## config.mk

```make
export PLATFORM = sky130hd
export DESIGN_NAME = rot_ddr_sched
export DESIGN_NICKNAME = d
export VERILOG_FILES = /design/src/rtl/rot_ddr_pkg.sv /design/src/rtl/rot_ddr_fifo.sv /design/src/rtl/rot_ddr_sched.sv
export SDC_FILE = /design/constraint.sdc
export NUM_CORES = 1
export LEC_CHECK = 0
export CAP_MARGIN = 15
export CORE_MARGIN = 8
export CORE_UTILIZATION = 48
export CTS_CLUSTER_DIAMETER = 120
export DETAILED_ROUTE_END_ITERATION = 10
export PLACE_DENSITY = 0.81
export SLEW_MARGIN = 10
export SYNTH_ARGS = -nofsm -noshare
export SYNTH_HDL_FRONTEND = slang
export SYNTH_HIERARCHICAL = 1
export SYNTH_SLANG_ARGS = --single-unit
```

## constraint.sdc

```tcl
create_clock -name CLK_VIDEO -period 4.4 [get_ports CLK_VIDEO]
set_input_delay 0.88 -clock CLK_VIDEO [delete_from_list [all_inputs] [get_ports CLK_VIDEO]]
set_output_delay 0.88 -clock CLK_VIDEO [all_outputs]
set_load 0.02 [all_outputs]
```

## src/rtl/rot_ddr_pkg.sv

```systemverilog
// Shared types and constants for the rotation DDRAM command scheduler.
package rot_ddr_pkg;

  typedef enum logic [1:0] {
    ST_IDLE  = 2'd0,
    ST_WRITE = 2'd1,
    ST_READ  = 2'd2,
    ST_RWAIT = 2'd3
  } state_e;

  localparam int unsigned DATA_W  = 64;
  localparam int unsigned BE_W    = 8;
  localparam int unsigned DEF_AW  = 29;
  localparam int unsigned ENTRY_W = DEF_AW + DATA_W + BE_W;
  localparam logic [7:0]  BURST1  = 8'd1;

  // Entry width for an arbitrary address width: {addr, data, be}.
  function automatic int unsigned entry_w(input int unsigned aw);
    return aw + DATA_W + BE_W;
  endfunction

endpackage

```

## src/rtl/rot_ddr_fifo.sv

```systemverilog
// Register-array FIFO buffering pixel write commands; DEPTH must be a power of two.
module rot_ddr_fifo #(
  parameter  int unsigned DEPTH = 4,
  parameter  int unsigned W     = 8,
  localparam int unsigned CW    = $clog2(DEPTH + 1)
) (
  input  logic          clk,
  input  logic          rst_n,
  input  logic          push_i,
  input  logic          pop_i,
  input  logic [W-1:0]  din_i,
  output logic [W-1:0]  dout_o,
  output logic [CW-1:0] count_o,
  output logic          full_o,
  output logic          empty_o
);

  localparam int unsigned PW = $clog2(DEPTH);

  logic [W-1:0]  mem_q [DEPTH];
  logic [PW-1:0] wptr_q, wptr_d;
  logic [PW-1:0] rptr_q, rptr_d;
  logic [CW-1:0] cnt_q, cnt_d;

  always_ff @(posedge clk) begin
    if (push_i) begin
      mem_q[wptr_q] <= din_i;
    end
  end

  // Pointers wrap naturally because DEPTH is a power of two.
  always_comb begin
    wptr_d = wptr_q;
    rptr_d = rptr_q;
    cnt_d  = cnt_q;
    if (push_i) begin
      wptr_d = wptr_q + PW'(1);
    end
    if (pop_i) begin
      rptr_d = rptr_q + PW'(1);
    end
    if (push_i && !pop_i) begin
      cnt_d = cnt_q + CW'(1);
    end else if (!push_i && pop_i) begin
      cnt_d = cnt_q - CW'(1);
    end
  end

  always_ff @(posedge clk or negedge rst_n) begin
    if (!rst_n) begin
      wptr_q <= '0;
      rptr_q <= '0;
      cnt_q  <= '0;
    end else begin
      wptr_q <= wptr_d;
      rptr_q <= rptr_d;
      cnt_q  <= cnt_d;
    end
  end

  assign dout_o  = mem_q[rptr_q];
  assign count_o = cnt_q;
  assign full_o  = (cnt_q == CW'(DEPTH));
  assign empty_o = (cnt_q == '0);

endmodule

```

## src/rtl/rot_ddr_sched.sv

```systemverilog
// Arbitrates buffered rotation pixel writes against single-beat reads on one DDRAM port.
module rot_ddr_sched
  import rot_ddr_pkg::*;
#(
  parameter int unsigned DEPTH = 4,
  parameter int unsigned AW    = DEF_AW
) (
  input  logic              CLK_VIDEO,
  input  logic              rst_n,
  input  logic              wr_req,
  input  logic [AW-1:0]     wr_addr,
  input  logic [DATA_W-1:0] wr_data,
  input  logic [BE_W-1:0]   wr_be,
  output logic              wr_full,
  output logic [7:0]        wr_drop,
  input  logic              rd_req,
  input  logic [AW-1:0]     rd_addr,
  output logic              rd_ack,
  output logic [DATA_W-1:0] rd_data,
  output logic              rd_valid,
  output logic              DDRAM_CLK,
  input  logic              DDRAM_BUSY,
  output logic [7:0]        DDRAM_BURSTCNT,
  output logic [AW-1:0]     DDRAM_ADDR,
  output logic [DATA_W-1:0] DDRAM_DIN,
  output logic [BE_W-1:0]   DDRAM_BE,
  output logic              DDRAM_WE,
  output logic              DDRAM_RD,
  input  logic [DATA_W-1:0] DDRAM_DOUT,
  input  logic              DDRAM_DOUT_READY
);

  localparam int unsigned EW = entry_w(AW);
  localparam int unsigned CW = $clog2(DEPTH + 1);

  logic [EW-1:0]     fifo_din, fifo_dout;
  logic [CW-1:0]     fifo_count;
  logic              fifo_full, fifo_empty, fifo_has;
  logic              push, pop;
  logic [AW-1:0]     head_addr;
  logic [DATA_W-1:0] head_data;
  logic [BE_W-1:0]   head_be;

  state_e            state_q, state_d;
  logic              prio_q, prio_d;
  logic              we_q, we_d, rd_q, rd_d;
  logic [AW-1:0]     addr_q, addr_d;
  logic [DATA_W-1:0] din_q, din_d;
  logic [BE_W-1:0]   be_q, be_d;
  logic              ack_q, ack_d, valid_q, valid_d;
  logic [DATA_W-1:0] rdata_q, rdata_d;
  logic [7:0]        drop_q, drop_d;

  assign fifo_din = {wr_addr, wr_data, wr_be};
  assign push     = wr_req & ~fifo_full;
  assign fifo_has = (fifo_count != '0);
  assign {head_addr, head_data, head_be} = fifo_dout;

  rot_ddr_fifo #(
    .DEPTH (DEPTH),
    .W     (EW)
  ) u_fifo (
    .clk     (CLK_VIDEO),
    .rst_n   (rst_n),
    .push_i  (push),
    .pop_i   (pop),
    .din_i   (fifo_din),
    .dout_o  (fifo_dout),
    .count_o (fifo_count),
    .full_o  (fifo_full),
    .empty_o (fifo_empty)
  );

  // Command registers are loaded with next-state values so WE/RD track the FSM state.
  always_comb begin
    state_d = state_q;
    prio_d  = prio_q;
    we_d    = 1'b0;
    rd_d    = 1'b0;
    addr_d  = addr_q;
    din_d   = din_q;
    be_d    = be_q;
    ack_d   = 1'b0;
    valid_d = 1'b0;
    rdata_d = rdata_q;
    pop     = 1'b0;
    unique case (state_q)
      ST_IDLE: begin
        if (fifo_has && (!rd_req || !prio_q)) begin
          state_d = ST_WRITE;
          we_d    = 1'b1;
          addr_d  = head_addr;
          din_d   = head_data;
          be_d    = head_be;
        end else if (rd_req) begin
          state_d = ST_READ;
          rd_d    = 1'b1;
          addr_d  = rd_addr;
        end
      end
      ST_WRITE: begin
        if (DDRAM_BUSY) begin
          we_d = 1'b1;
        end else begin
          pop     = ~fifo_empty;
          prio_d  = 1'b1;
          state_d = ST_IDLE;
        end
      end
      ST_READ: begin
        if (DDRAM_BUSY) begin
          rd_d = 1'b1;
        end else begin
          ack_d   = 1'b1;
          prio_d  = 1'b0;
          state_d = ST_RWAIT;
        end
      end
      ST_RWAIT: begin
        if (DDRAM_DOUT_READY) begin
          rdata_d = DDRAM_DOUT;
          valid_d = 1'b1;
          state_d = ST_IDLE;
        end
      end
      default: state_d = ST_IDLE;
    endcase
  end

  // A request seen while full is lost even if the head pops in the same cycle.
  always_comb begin
    drop_d = drop_q;
    if (wr_req && fifo_full && (drop_q != 8'hFF)) begin
      drop_d = drop_q + 8'd1;
    end
  end

  always_ff @(posedge CLK_VIDEO or negedge rst_n) begin
    if (!rst_n) begin
      state_q <= ST_IDLE;
      prio_q  <= 1'b0;
      we_q    <= 1'b0;
      rd_q    <= 1'b0;
      addr_q  <= '0;
      din_q   <= '0;
      be_q    <= '0;
      ack_q   <= 1'b0;
      valid_q <= 1'b0;
      rdata_q <= '0;
      drop_q  <= '0;
    end else begin
      state_q <= state_d;
      prio_q  <= prio_d;
      we_q    <= we_d;
      rd_q    <= rd_d;
      addr_q  <= addr_d;
      din_q   <= din_d;
      be_q    <= be_d;
      ack_q   <= ack_d;
      valid_q <= valid_d;
      rdata_q <= rdata_d;
      drop_q  <= drop_d;
    end
  end

  assign wr_full        = fifo_full;
  assign wr_drop        = drop_q;
  assign rd_ack         = ack_q;
  assign rd_data        = rdata_q;
  assign rd_valid       = valid_q;
  assign DDRAM_CLK      = CLK_VIDEO;
  assign DDRAM_BURSTCNT = BURST1;
  assign DDRAM_ADDR     = addr_q;
  assign DDRAM_DIN      = din_q;
  assign DDRAM_BE       = be_q;
  assign DDRAM_WE       = we_q;
  assign DDRAM_RD       = rd_q;

endmodule
```

==> flow_summary.yaml, run 1 <==
outcome:
  status: "finished clean"
synth:
  synth_top_family_by_area: "multiplexers"
  seq_area_frac_synth_pct: 74.6
  ys.flop_type: "sky130_fd_sc_hd__edfxtp_1"
  netlist.top_cell.by_area: "sky130_fd_sc_hd__edfxtp_1"
  simple_gate_share_of_the_synthesized_area_pct: 2.49
  syn-instance-count: 1087
  synth-compound-area-share_pct: 1.09
  synth.avg_cell_area_um2: 20.7
  count_of_flip_flops_with_a_built_in_enable_after_synthesis: 404
  area_share_of_fa_ha_maj_cells_after_synthesis_pct: 0.422
  synth_top_cell_area_share_pct: 53.9
  netlist-cell-type-count: 42
  yosys.area_share.xor_xnor_pct: 0.428
  postSynthRegisterBits: 591
  synth_area_um2: 22500
  post_synth_main_area_contributors: "sky130_fd_sc_hd__edfxtp_1 54%, sky130_fd_sc_hd__dfrtp_1 21%, sky130_fd_sc_hd__mux4_2 10%"
  postSynth.asyncResetShare_pct: 31.6
  synthMuxAreaShare_pct: 18.3
  synth.yosys.warnings: 6
setup_path:
  crit_path_top_delay_cell: "sky130_fd_sc_hd__clkdlybuf4s50_1"
  cpMostUsedCell: "sky130_fd_sc_hd__clkbuf_16"
  cp_max_fo: 2
  timing_worst_setup_path_type: "clock port to primary output"
  cpPeakStageDelay_ps: 530
  critPathCaptureType: "primary output"
  crit_chain: "clkbuf_16 -> clkbuf_16 -> clkdlybuf4s50_1"
  setup.worst_path.start_class: "clock port"
  startpoint: "CLK_VIDEO"
  cp.arrival_ps: 2970
  critical_path.reg2reg.startpoint: "u_fifo/count_o[2]"
  cp_data_required_time_ps: 3520
  ff2ff_setup_slack_ps: 1870
floorplan:
  io_pins: 387
  placementRows: 79
  die_height_um: 233
  fp.dieW_um: 233
  floorplan.core_area_um2: 46500
  initial_core_util_pct: 48.5
  dieArea_um2: 54100
grt:
  grt_pass1_wl_um: 75300
  globalRouteTotalUtil_pct: 18.3
  grt_start_max_net_pins: 104
  first_global_vias: 12200
  grt_antenna_before_repair: 15
  grt_remaining_overflow: 0
routing:
  vias_per_cell: 5.27
  number_of_iterations_in_the_first_detailed_routing_pass: 5
  antenna_violating_nets_post_route: 0
  drcViolationCount: 0
  routedWlPerCell_um: 23.2
  drtIter0Drc: 709
  vias: 11300
  wl_um: 49800
clock_tree:
  worst_skew_pair.late_latency_ps: 720
  cts_tree: "done"
  cts_repair_resize_count: 0
  cts_post_setup_buffers_inserted: 0
  cts_hold_buf: 0
  cts.clk_slew.worst_paths_ps: 60
place:
  detailedPlacementHpwl_um: 32100
  numPortBuffers: 378
  place.gp.congestion: 0.767
  detailedPlace.worstSlack_ps: 812
  placedInstanceArea_um2: 26700
power:
  net-switching-power_w: 0.00654
  worst_ir_drop_vdd_v: 0.000609
  power_density_nw_per_um2: 735
  cellInternalPower_w: 0.0147
  power.share.clock_pct: 24.8
  power_frac_seq_pct: 40.2
  switching_share_pct: 30.8
  power.combinational.fraction_pct: 35.0
  leakagePower_nw: 10.5
hold_path:
  worstHoldPathType: "input port to async pin"
timing:
  number_of_failing_setup_endpoints_in_the_final_timing_report: 0
  finalHoldViolations: 0
  slew-limit-headroom_pct: 29.8
  timing.setup.tns_ps: 0
  finalHoldWorstSlack_ps: 243
  finalMaxSlewViolations: 0
  clock-skew-final_ps: 21.3
  grt_setup_unrepaired: "no"
  finalWorstSetupSlack_ps: 549
  max_slew.worst_pin.slew_ps: 1050
final_layout:
  layout.cell_area.non_filler_um2: 28900
  utilization_pct: 62.1
  layout.nets: 1693
  flow.area_growth_from_synthesis_pct: 28.1
  layout_cell_share_with_drive_strength_beyond_1_pct: 24.0
flow_run:
  maxCapViolCount: 0
sequential cells by signal (all words and copies together) (netlist names), 3 cells and up:
name / count
DDRAM_ADDR: 29
DDRAM_BE: 8
DDRAM_DIN: 64
rd_data: 64
u_fifo/count_o: 3
u_fifo/mem_q: 404
wr_drop: 8
routing by layer:
layer | global-route usage, % | vias up | part of all wire (%)
met5 | 0 | - | 0.32
met4 | 5.55 | 22 | 2.0
met3 | 5.89 | 90 | 9.0
met2 | 30.6 | 402 | 50
met1 | 22.7 | 5761 | 39
li1 | - | 5032 | -
cells by family after synthesis:
family          count (synthesis)
xor+xnor                       11
fa+ha+maj                       7
simple gates                  127
compound gates                 40
other cells                     2
flops                         591
mux                           241
buf+inv                        68
area by class of cell:
class                           count  area (um^2)
Clock inverter                     37          445
Clock buffer                       76         1640
Multi-Input combinational cell    434         5150
Inverter                            5         18.8
Antenna cell                        5         12.5
Timing Repair Buffer              392         4010
Tap cell                          607          759
Fill cell                        3229        17600
Sequential cell                   591        16800
critical path: cells and delay by family:
family | cells | cell delay [ps]
buf+inv | 3 | 780
cells in the final DEF, fill, tap and decap left out, types with 8 or more instances in the layout:
master	count
sky130_fd_sc_hd__clkbuf_16	61
sky130_fd_sc_hd__dfrtp_1	185
sky130_fd_sc_hd__a31oi_1	30
sky130_fd_sc_hd__mux2_4	70
sky130_fd_sc_hd__nand2_1	68
sky130_fd_sc_hd__buf_12	8
sky130_fd_sc_hd__nor2_1	34
sky130_fd_sc_hd__clkdlybuf4s50_1	377
sky130_fd_sc_hd__conb_1	8
sky130_fd_sc_hd__mux2_2	69
sky130_fd_sc_hd__bufinv_16	8
sky130_fd_sc_hd__mux4_2	101
sky130_fd_sc_hd__clkinv_2	13
sky130_fd_sc_hd__edfxtp_1	404
sky130_fd_sc_hd__clkbuf_1	9
cells in the mapped netlist, types with 7 or more instances:
cell type                  count
sky130_fd_sc_hd__buf_4        15
sky130_fd_sc_hd__edfxtp_1    404
sky130_fd_sc_hd__a31oi_1      30
sky130_fd_sc_hd__xnor2_1       7
sky130_fd_sc_hd__mux2_2       69
sky130_fd_sc_hd__mux2_4       70
sky130_fd_sc_hd__dfrtp_1     187
sky130_fd_sc_hd__nand2_1      68
sky130_fd_sc_hd__buf_2        23
sky130_fd_sc_hd__nor2_1       34
sky130_fd_sc_hd__mux4_2      101
sky130_fd_sc_hd__buf_12       14
power by group through the flow:
stage	clock (W)	combinational, W	sequential [W]
2_1_floorplan	0.0000266	0.00397	0.00936
3_3_place_gp	0.0000305	0.00741	0.00855
3_5_place_dp	0.0000305	0.00754	0.00862
4_1_cts	0.00538	0.00757	0.00854
5_1_grt	0.00561	0.00793	0.00870
6_report	0.00525	0.00743	0.00853
path summary, 6_finish.rpt:
kind | endpoint | depth (start not counted)
min in group CLK_VIDEO | rd_data[17] | 1
worst min-delay path | rd_data[25] | 1
worst max-delay path | DDRAM_CLK | 3
worst max register to register | u_fifo/mem_q[2][59] | 4
worst min register to register | rd_data[17] | 1
max in group asynchronous | DDRAM_ADDR[10] | 2
stage by stage:
stage,cells,total power [W]
4_1_cts,2141,0.0215
3_3_place_gp,2029,0.0160
5_1_grt,2143,0.0222
6_report,2147,0.0212
3_5_place_dp,2029,0.0162
2_1_floorplan,1093,0.0134
Note: power is estimated with default switching activity, not from simulation.
==> run 2: changes to the inputs <==
--- a/config.mk
+++ b/config.mk
@@ -5,10 +5,10 @@
 export SDC_FILE = /design/constraint.sdc
 export NUM_CORES = 1
 export LEC_CHECK = 0
+export ABC_AREA = 1
 export CAP_MARGIN = 15
 export CORE_MARGIN = 8
 export CORE_UTILIZATION = 48
-export CTS_CLUSTER_DIAMETER = 120
 export DETAILED_ROUTE_END_ITERATION = 10
 export PLACE_DENSITY = 0.81
 export SLEW_MARGIN = 10
==> run 2 against run 1 <==
  * Routed wire length up 20%
  * Cell area up 4.7%
  * Synthesized cell count up 97%
  * Combinational power up 10%
  * Cell count up 50%
  * Worst hold slack worse by 51 ps
  * First-iteration DRC count up 59%
  * Critical path type unchanged
  * Critical endpoint unchanged
  * Largest power group unchanged
==> flow_summary.yaml, run 2 <==
setup_path:
  setup.worst_path.start_class: "clock port"
  cp_data_required_time_ps: 3520
  timing_worst_setup_path_type: "clock port to primary output"
  critPathCaptureType: "primary output"
  cp.arrival_ps: 2970
  cp_max_fo: 2
clock_tree:
  cts_tree: "done"
  worst_skew_pair.late_latency_ps: 740
  cts_hold_buf: 0
  cts.clk_slew.worst_paths_ps: 60
  cts_post_setup_buffers_inserted: 0
  cts_repair_resize_count: 0
final_layout:
  flow.area_growth_from_synthesis_pct: 25.6
  layout.nets: 2701
  fillers: 3800
  layout_cell_share_with_drive_strength_beyond_1_pct: 5.70
  layout_common_cells: "915 x sky130_fd_sc_hd__nand2_1, 404 x sky130_fd_sc_hd__edfxtp_1, 377 x sky130_fd_sc_hd__clkdlybuf4s50_1, 223 x sky130_fd_sc_hd__inv_1, 202 x sky130_fd_sc_hd__o211ai_1"
  largest_register_ff_count: 404
  layout.cell_area.non_filler_um2: 30200
  registers.top_by_ff_count: "u_fifo/mem_q"
  utilization_pct: 60.6
  layout_commonest_cell: "sky130_fd_sc_hd__nand2_1"
timing:
  finalHoldViolations: 0
  clock-skew-final_ps: 17.4
  grt_setup_unrepaired: "no"
  slew-limit-headroom_pct: 24.2
  number_of_failing_setup_endpoints_in_the_final_timing_report: 0
  max_slew.worst_pin.slew_ps: 1140
  finalMaxSlewViolations: 0
  timing.setup.tns_ps: 0
routing:
  drcViolationCount: 0
  number_of_iterations_in_the_first_detailed_routing_pass: 6
  vias: 16300
  wl_um: 59700
  drtIter0Drc: 1125
  vias_per_cell: 5.07
  antenna_violating_nets_post_route: 0
  routedWlPerCell_um: 18.5
place:
  numPortBuffers: 378
  place.gp.congestion: 0.860
  detailedPlacementHpwl_um: 39500
  placedInstanceArea_um2: 28100
synth:
  synthTopCellsByCount: "915 x sky130_fd_sc_hd__nand2_1, 404 x sky130_fd_sc_hd__edfxtp_1, 228 x sky130_fd_sc_hd__inv_1, 202 x sky130_fd_sc_hd__o211ai_1, 187 x sky130_fd_sc_hd__dfrtp_1"
  seq_area_frac_synth_pct: 69.9
  ys.flop_type: "sky130_fd_sc_hd__edfxtp_1"
  yosys.area_share.xor_xnor_pct: 0.291
  synth.avg_cell_area_um2: 11.2
  synth_top_cell_area_share_pct: 50.4
  synth_area_um2: 24100
  synth.yosys.warnings: 6
  simple_gate_share_of_the_synthesized_area_pct: 15.5
  synth_top_family_by_area: "simple AND/OR/NAND/NOR gates"
  area_share_of_fa_ha_maj_cells_after_synthesis_pct: 0.395
  post_synth_main_area_contributors: "sky130_fd_sc_hd__edfxtp_1 50%, sky130_fd_sc_hd__dfrtp_1 19%, sky130_fd_sc_hd__nand2_1 14%"
  postSynth.asyncResetShare_pct: 31.6
  netlist.top_cell.by_area: "sky130_fd_sc_hd__edfxtp_1"
  syn-instance-count: 2145
  count_of_flip_flops_with_a_built_in_enable_after_synthesis: 404
  synth.most_common_cell: "sky130_fd_sc_hd__nand2_1"
  netlist-cell-type-count: 25
  synth-compound-area-share_pct: 6.44
  synthMuxAreaShare_pct: 0
  postSynthRegisterBits: 591
floorplan:
  dieArea_um2: 57500
  initial_core_util_pct: 48.3
  fp.dieW_um: 240
  placementRows: 82
  io_pins: 387
  die_height_um: 240
  floorplan.core_area_um2: 49900
grt:
  grt_start_max_net_pins: 137
  first_global_vias: 16300
  globalRouteTotalUtil_pct: 20.2
  grt_antenna_before_repair: 9
  grt_pass1_wl_um: 90100
  grt_remaining_overflow: 0
power:
  leakagePower_nw: 12.8
  power_density_nw_per_um2: 728
  worst_ir_drop_vdd_v: 0.000421
  finalPower_w: 0.0220
hold_path:
  worstHoldPathType: "input port to async pin"
flow_run:
  maxCapViolCount: 0
outcome:
  status: "finished clean"
## run 2: changes by cell type after synthesis, moves of 39 or more
cell	previous run	this run
sky130_fd_sc_hd__o211ai_1	0	202
sky130_fd_sc_hd__mux2_4	70	0
sky130_fd_sc_hd__inv_1	5	228
sky130_fd_sc_hd__mux4_2	101	0
sky130_fd_sc_hd__buf_6	2	41
sky130_fd_sc_hd__nand2_1	68	915
sky130_fd_sc_hd__mux2_2	69	0
## run 2: cell type report
type                    count  area [um^2]  share of cell area, %
flip-flops and latches    591        16800                   55.7
repair buffers            402         4050                   13.4
diodes                      6         15.0                 0.0497
inverters                 234          891                   2.95
clock inverters            39          509                   1.69
multi-input cells        1205         5480                   18.2
clock buffers              71         1600                   5.29
well taps                 672          841                   2.78
## run 2: worst max-delay path, stage by stage
cell and delay (ps):
sky130_fd_sc_hd__clkbuf_16 120, sky130_fd_sc_hd__clkbuf_16 130, sky130_fd_sc_hd__clkdlybuf4s50_1 520
## run 2: power by group
| group | switching, W | internal [W] | total, W | leakage [nW] |
|---|---|---|---|---|
| logic | 0.00515 | 0.00304 | 0.00819 | 5.80 |
| clock network | 0.00215 | 0.00315 | 0.00530 | 1.02 |
| registers | 0.000866 | 0.00762 | 0.00848 | 6.02 |
## run 2: cells by family after synthesis
family / count (synthesis)
and+or+nand+nor: 974
DFF: 591
buffers and inverters: 355
AOI/OAI and AO/OA: 208
xor gates and xnor gates: 8
adders and majority gates: 7
other: 2
## run 2: worst paths after layout
path | start | to | slack [ps] | depth (start not counted)
max | CLK_VIDEO | DDRAM_CLK | 550 | 3
min | rst_n | rd_data[58] | 190 | 1
max reg2reg | u_fifo/count_o[0] | DDRAM_BE[3] | 1740 | 8
min reg2reg | rd_data[34] | rd_data[34] | 480 | 2
max in group asynchronous | rst_n | DDRAM_DIN[49] | 3210 | 2
min in group CLK_VIDEO | rd_data[34] | rd_data[34] | 480 | 2
## run 2: layer usage
| layer | up-vias | share of wire, % | global-route usage [%] |
|---|---|---|---|
| li1 | 7736 | - | - |
| met1 | 7883 | 40 | 24.4 |
| met2 | 594 | 50 | 34.9 |
| met3 | 112 | 7.9 | 4.90 |
| met4 | 8 | 2.8 | 7.67 |
| met5 | - | 0.092 | 0 |
## run 2: stage by stage
stage / hold slack, ps / instances / setup WS (ps)
global route: 217 / 3217 / 533
detailed placement: 464 / 3105 / 812
CTS: 176 / 3214 / 538
global placement: 458 / 3105 / 812
finish: 193 / 3220 / 548
floorplan: 442 / 2151 / 654
==> run 3: changes to the inputs <==
--- a/config.mk
+++ b/config.mk
@@ -11,6 +11,7 @@
 export CORE_UTILIZATION = 48
 export DETAILED_ROUTE_END_ITERATION = 10
 export PLACE_DENSITY = 0.81
+export REMOVE_ABC_BUFFERS = 1
 export SLEW_MARGIN = 10
 export SYNTH_ARGS = -nofsm -noshare
 export SYNTH_HDL_FRONTEND = slang
==> run 3 against run 2 <==
  * Total power is 0.17% higher
  * Cell count barely moved
  * Clock-buffer cell count rose by 11
  * Global-route usage grew 0.13 points
  * Sequential share of layout area down 0.055 points
  * Cell area about the same
  * Sequential power is essentially flat
  * Utilization rose by 0.060 points
  * Highest routed layer unchanged
==> flow_summary.yaml, run 3 (same netlist as run 2, synthesis figures left out) <==
routing:
  number_of_iterations_in_the_first_detailed_routing_pass: 5
  drcViolationCount: 0
  drtIter0Drc: 1075
  vias: 16300
  antenna_violating_nets_post_route: 0
  vias_per_cell: 5.07
  wl_um: 59900
  routedWlPerCell_um: 18.6
grt:
  grt_remaining_overflow: 0
  grt_antenna_before_repair: 7
  grt_pass1_wl_um: 92200
  globalRouteTotalUtil_pct: 20.3
  grt_start_max_net_pins: 135
  first_global_vias: 16800
timing:
  finalHoldViolations: 0
  slew-limit-headroom_pct: 33.1
  number_of_failing_setup_endpoints_in_the_final_timing_report: 0
  grt_setup_unrepaired: "no"
  clock-skew-final_ps: 20.0
  finalMaxSlewViolations: 0
  max_slew.worst_pin.slew_ps: 1000
  finalWorstSetupSlack_ps: 546
  finalHoldWorstSlack_ps: 223
setup_path:
  cp_data_required_time_ps: 3520
  endpoint: "DDRAM_CLK"
  cp_max_fo: 2
  critical_path.reg2reg.endpoint: "DDRAM_DIN[53]"
  critical_path.n_buffers_inverters: 3
  timing.critical_path.depth: 3
  cpPeakStageDelay_ps: 530
  reg2regPathDepth: 6
  crit_path_top_delay_cell: "sky130_fd_sc_hd__clkdlybuf4s50_1"
  crit_chain: "clkbuf_16 -> clkbuf_16 -> clkdlybuf4s50_1"
  setup.worst_path.start_class: "clock port"
  cp.arrival_ps: 2970
  cpMostUsedCell: "sky130_fd_sc_hd__clkbuf_16"
  critPathCaptureType: "primary output"
  startpoint: "CLK_VIDEO"
  timing.critical_path.max_delay_family: "buffers and inverters"
  timing_worst_setup_path_type: "clock port to primary output"
  critical_path.reg2reg.startpoint: "u_fifo/rptr_q[1]"
  ff2ff_setup_slack_ps: 1820
place:
  detailedPlace.worstSlack_ps: 812
  numPortBuffers: 378
  place.gp.congestion: 0.914
  detailedPlacementHpwl_um: 39300
final_layout:
  flow.area_growth_from_synthesis_pct: 25.7
  layout.area.seq_um2: 16800
  fillers: 3835
  layout_common_cells: "914 x sky130_fd_sc_hd__nand2_1, 404 x sky130_fd_sc_hd__edfxtp_1, 377 x sky130_fd_sc_hd__clkdlybuf4s50_1, 223 x sky130_fd_sc_hd__inv_1, 202 x sky130_fd_sc_hd__o211ai_1"
  largest_register_ff_count: 404
  layout_commonest_cell: "sky130_fd_sc_hd__nand2_1"
  layout_cell_share_with_drive_strength_beyond_1_pct: 5.47
  layout.nets: 2699
  utilization_pct: 60.6
  multi_input_area_um2: 5490
  registers.top_by_ff_count: "u_fifo/mem_q"
clock_tree:
  worst_skew_pair.late_latency_ps: 720
  cts_repair_resize_count: 0
  cts_post_setup_buffers_inserted: 0
  cts_hold_buf: 0
  cts_tree: "done"
  cts.clk_slew.worst_paths_ps: 60
floorplan:
  fp.dieW_um: 240
  dieArea_um2: 57500
  die_height_um: 240
  io_pins: 387
  floorplan.core_area_um2: 49900
  placementRows: 82
  initial_core_util_pct: 48.3
outcome:
  status: "finished clean"
power:
  leakagePower_nw: 12.8
  power_density_nw_per_um2: 728
  finalPower_w: 0.0220
  worst_ir_drop_vdd_v: 0.000414
hold_path:
  worstHoldPathType: "input port to async pin"
flow_run:
  maxCapViolCount: 0
[run 3: where the power goes]
group / switching, W / internal, W
logic: 0.00516 / 0.00309
registers: 0.000884 / 0.00762
clock network: 0.00209 / 0.00318
total: 0.00813 / 0.0139
[run 3: metal layers]
| layer | GRT usage [%] | wire, um | vias to the layer above |
|---|---|---|---|
| met4 | 6.99 | 1550 | 4 |
| met2 | 35.2 | 29500 | 604 |
| met1 | 25.0 | 24200 | 7863 |
| met5 | 0 | 23 | - |
| li1 | - | - | 7731 |
| met3 | 4.65 | 4680 | 114 |
[run 3: metrics by stage]
stage | instances | setup TNS (ps) | area, um^2
after floorplan | 2030 | -283340 | 23200
final | 3218 | 0 | 30200
after detailed placement | 3101 | 0 | 28100
after global routing | 3216 | 0 | 30200
after CTS | 3211 | 0 | 30200
after global placement | 3101 | 0 | 28100
[run 3: layout make-up]
cell class,count,area share (%)
Sequential cell,591,55.6
Clock buffer,82,5.77
Multi-Input combinational cell,1205,18.1
Clock inverter,29,1.09
Timing Repair Buffer,399,13.6
Tap cell,672,2.78
Inverter,234,2.95
Antenna cell,6,0.0497
[run 3: worst register-to-register path, cell delays in order, from the launching register on]
cell	delay, ps
sky130_fd_sc_hd__dfrtp_4	720
sky130_fd_sc_hd__inv_4	840
sky130_fd_sc_hd__buf_4	500
sky130_fd_sc_hd__o211ai_1	160
sky130_fd_sc_hd__nand2_1	160
sky130_fd_sc_hd__nand2_1	80
sky130_fd_sc_hd__nand2_1	60
[run 3: worst min-delay path by stage]
stage	slack, ps	end	cells after the start	startpoint
finish	220	rd_data[14]	1	rst_n
global placement	460	DDRAM_ADDR[10]	2	DDRAM_ADDR[10]
floorplan	440	prio_q	2	prio_q
detailed placement	460	DDRAM_DIN[53]	2	DDRAM_DIN[53]
CTS	220	rd_data[14]	1	rst_n
global route	270	rd_data[14]	1	rst_n
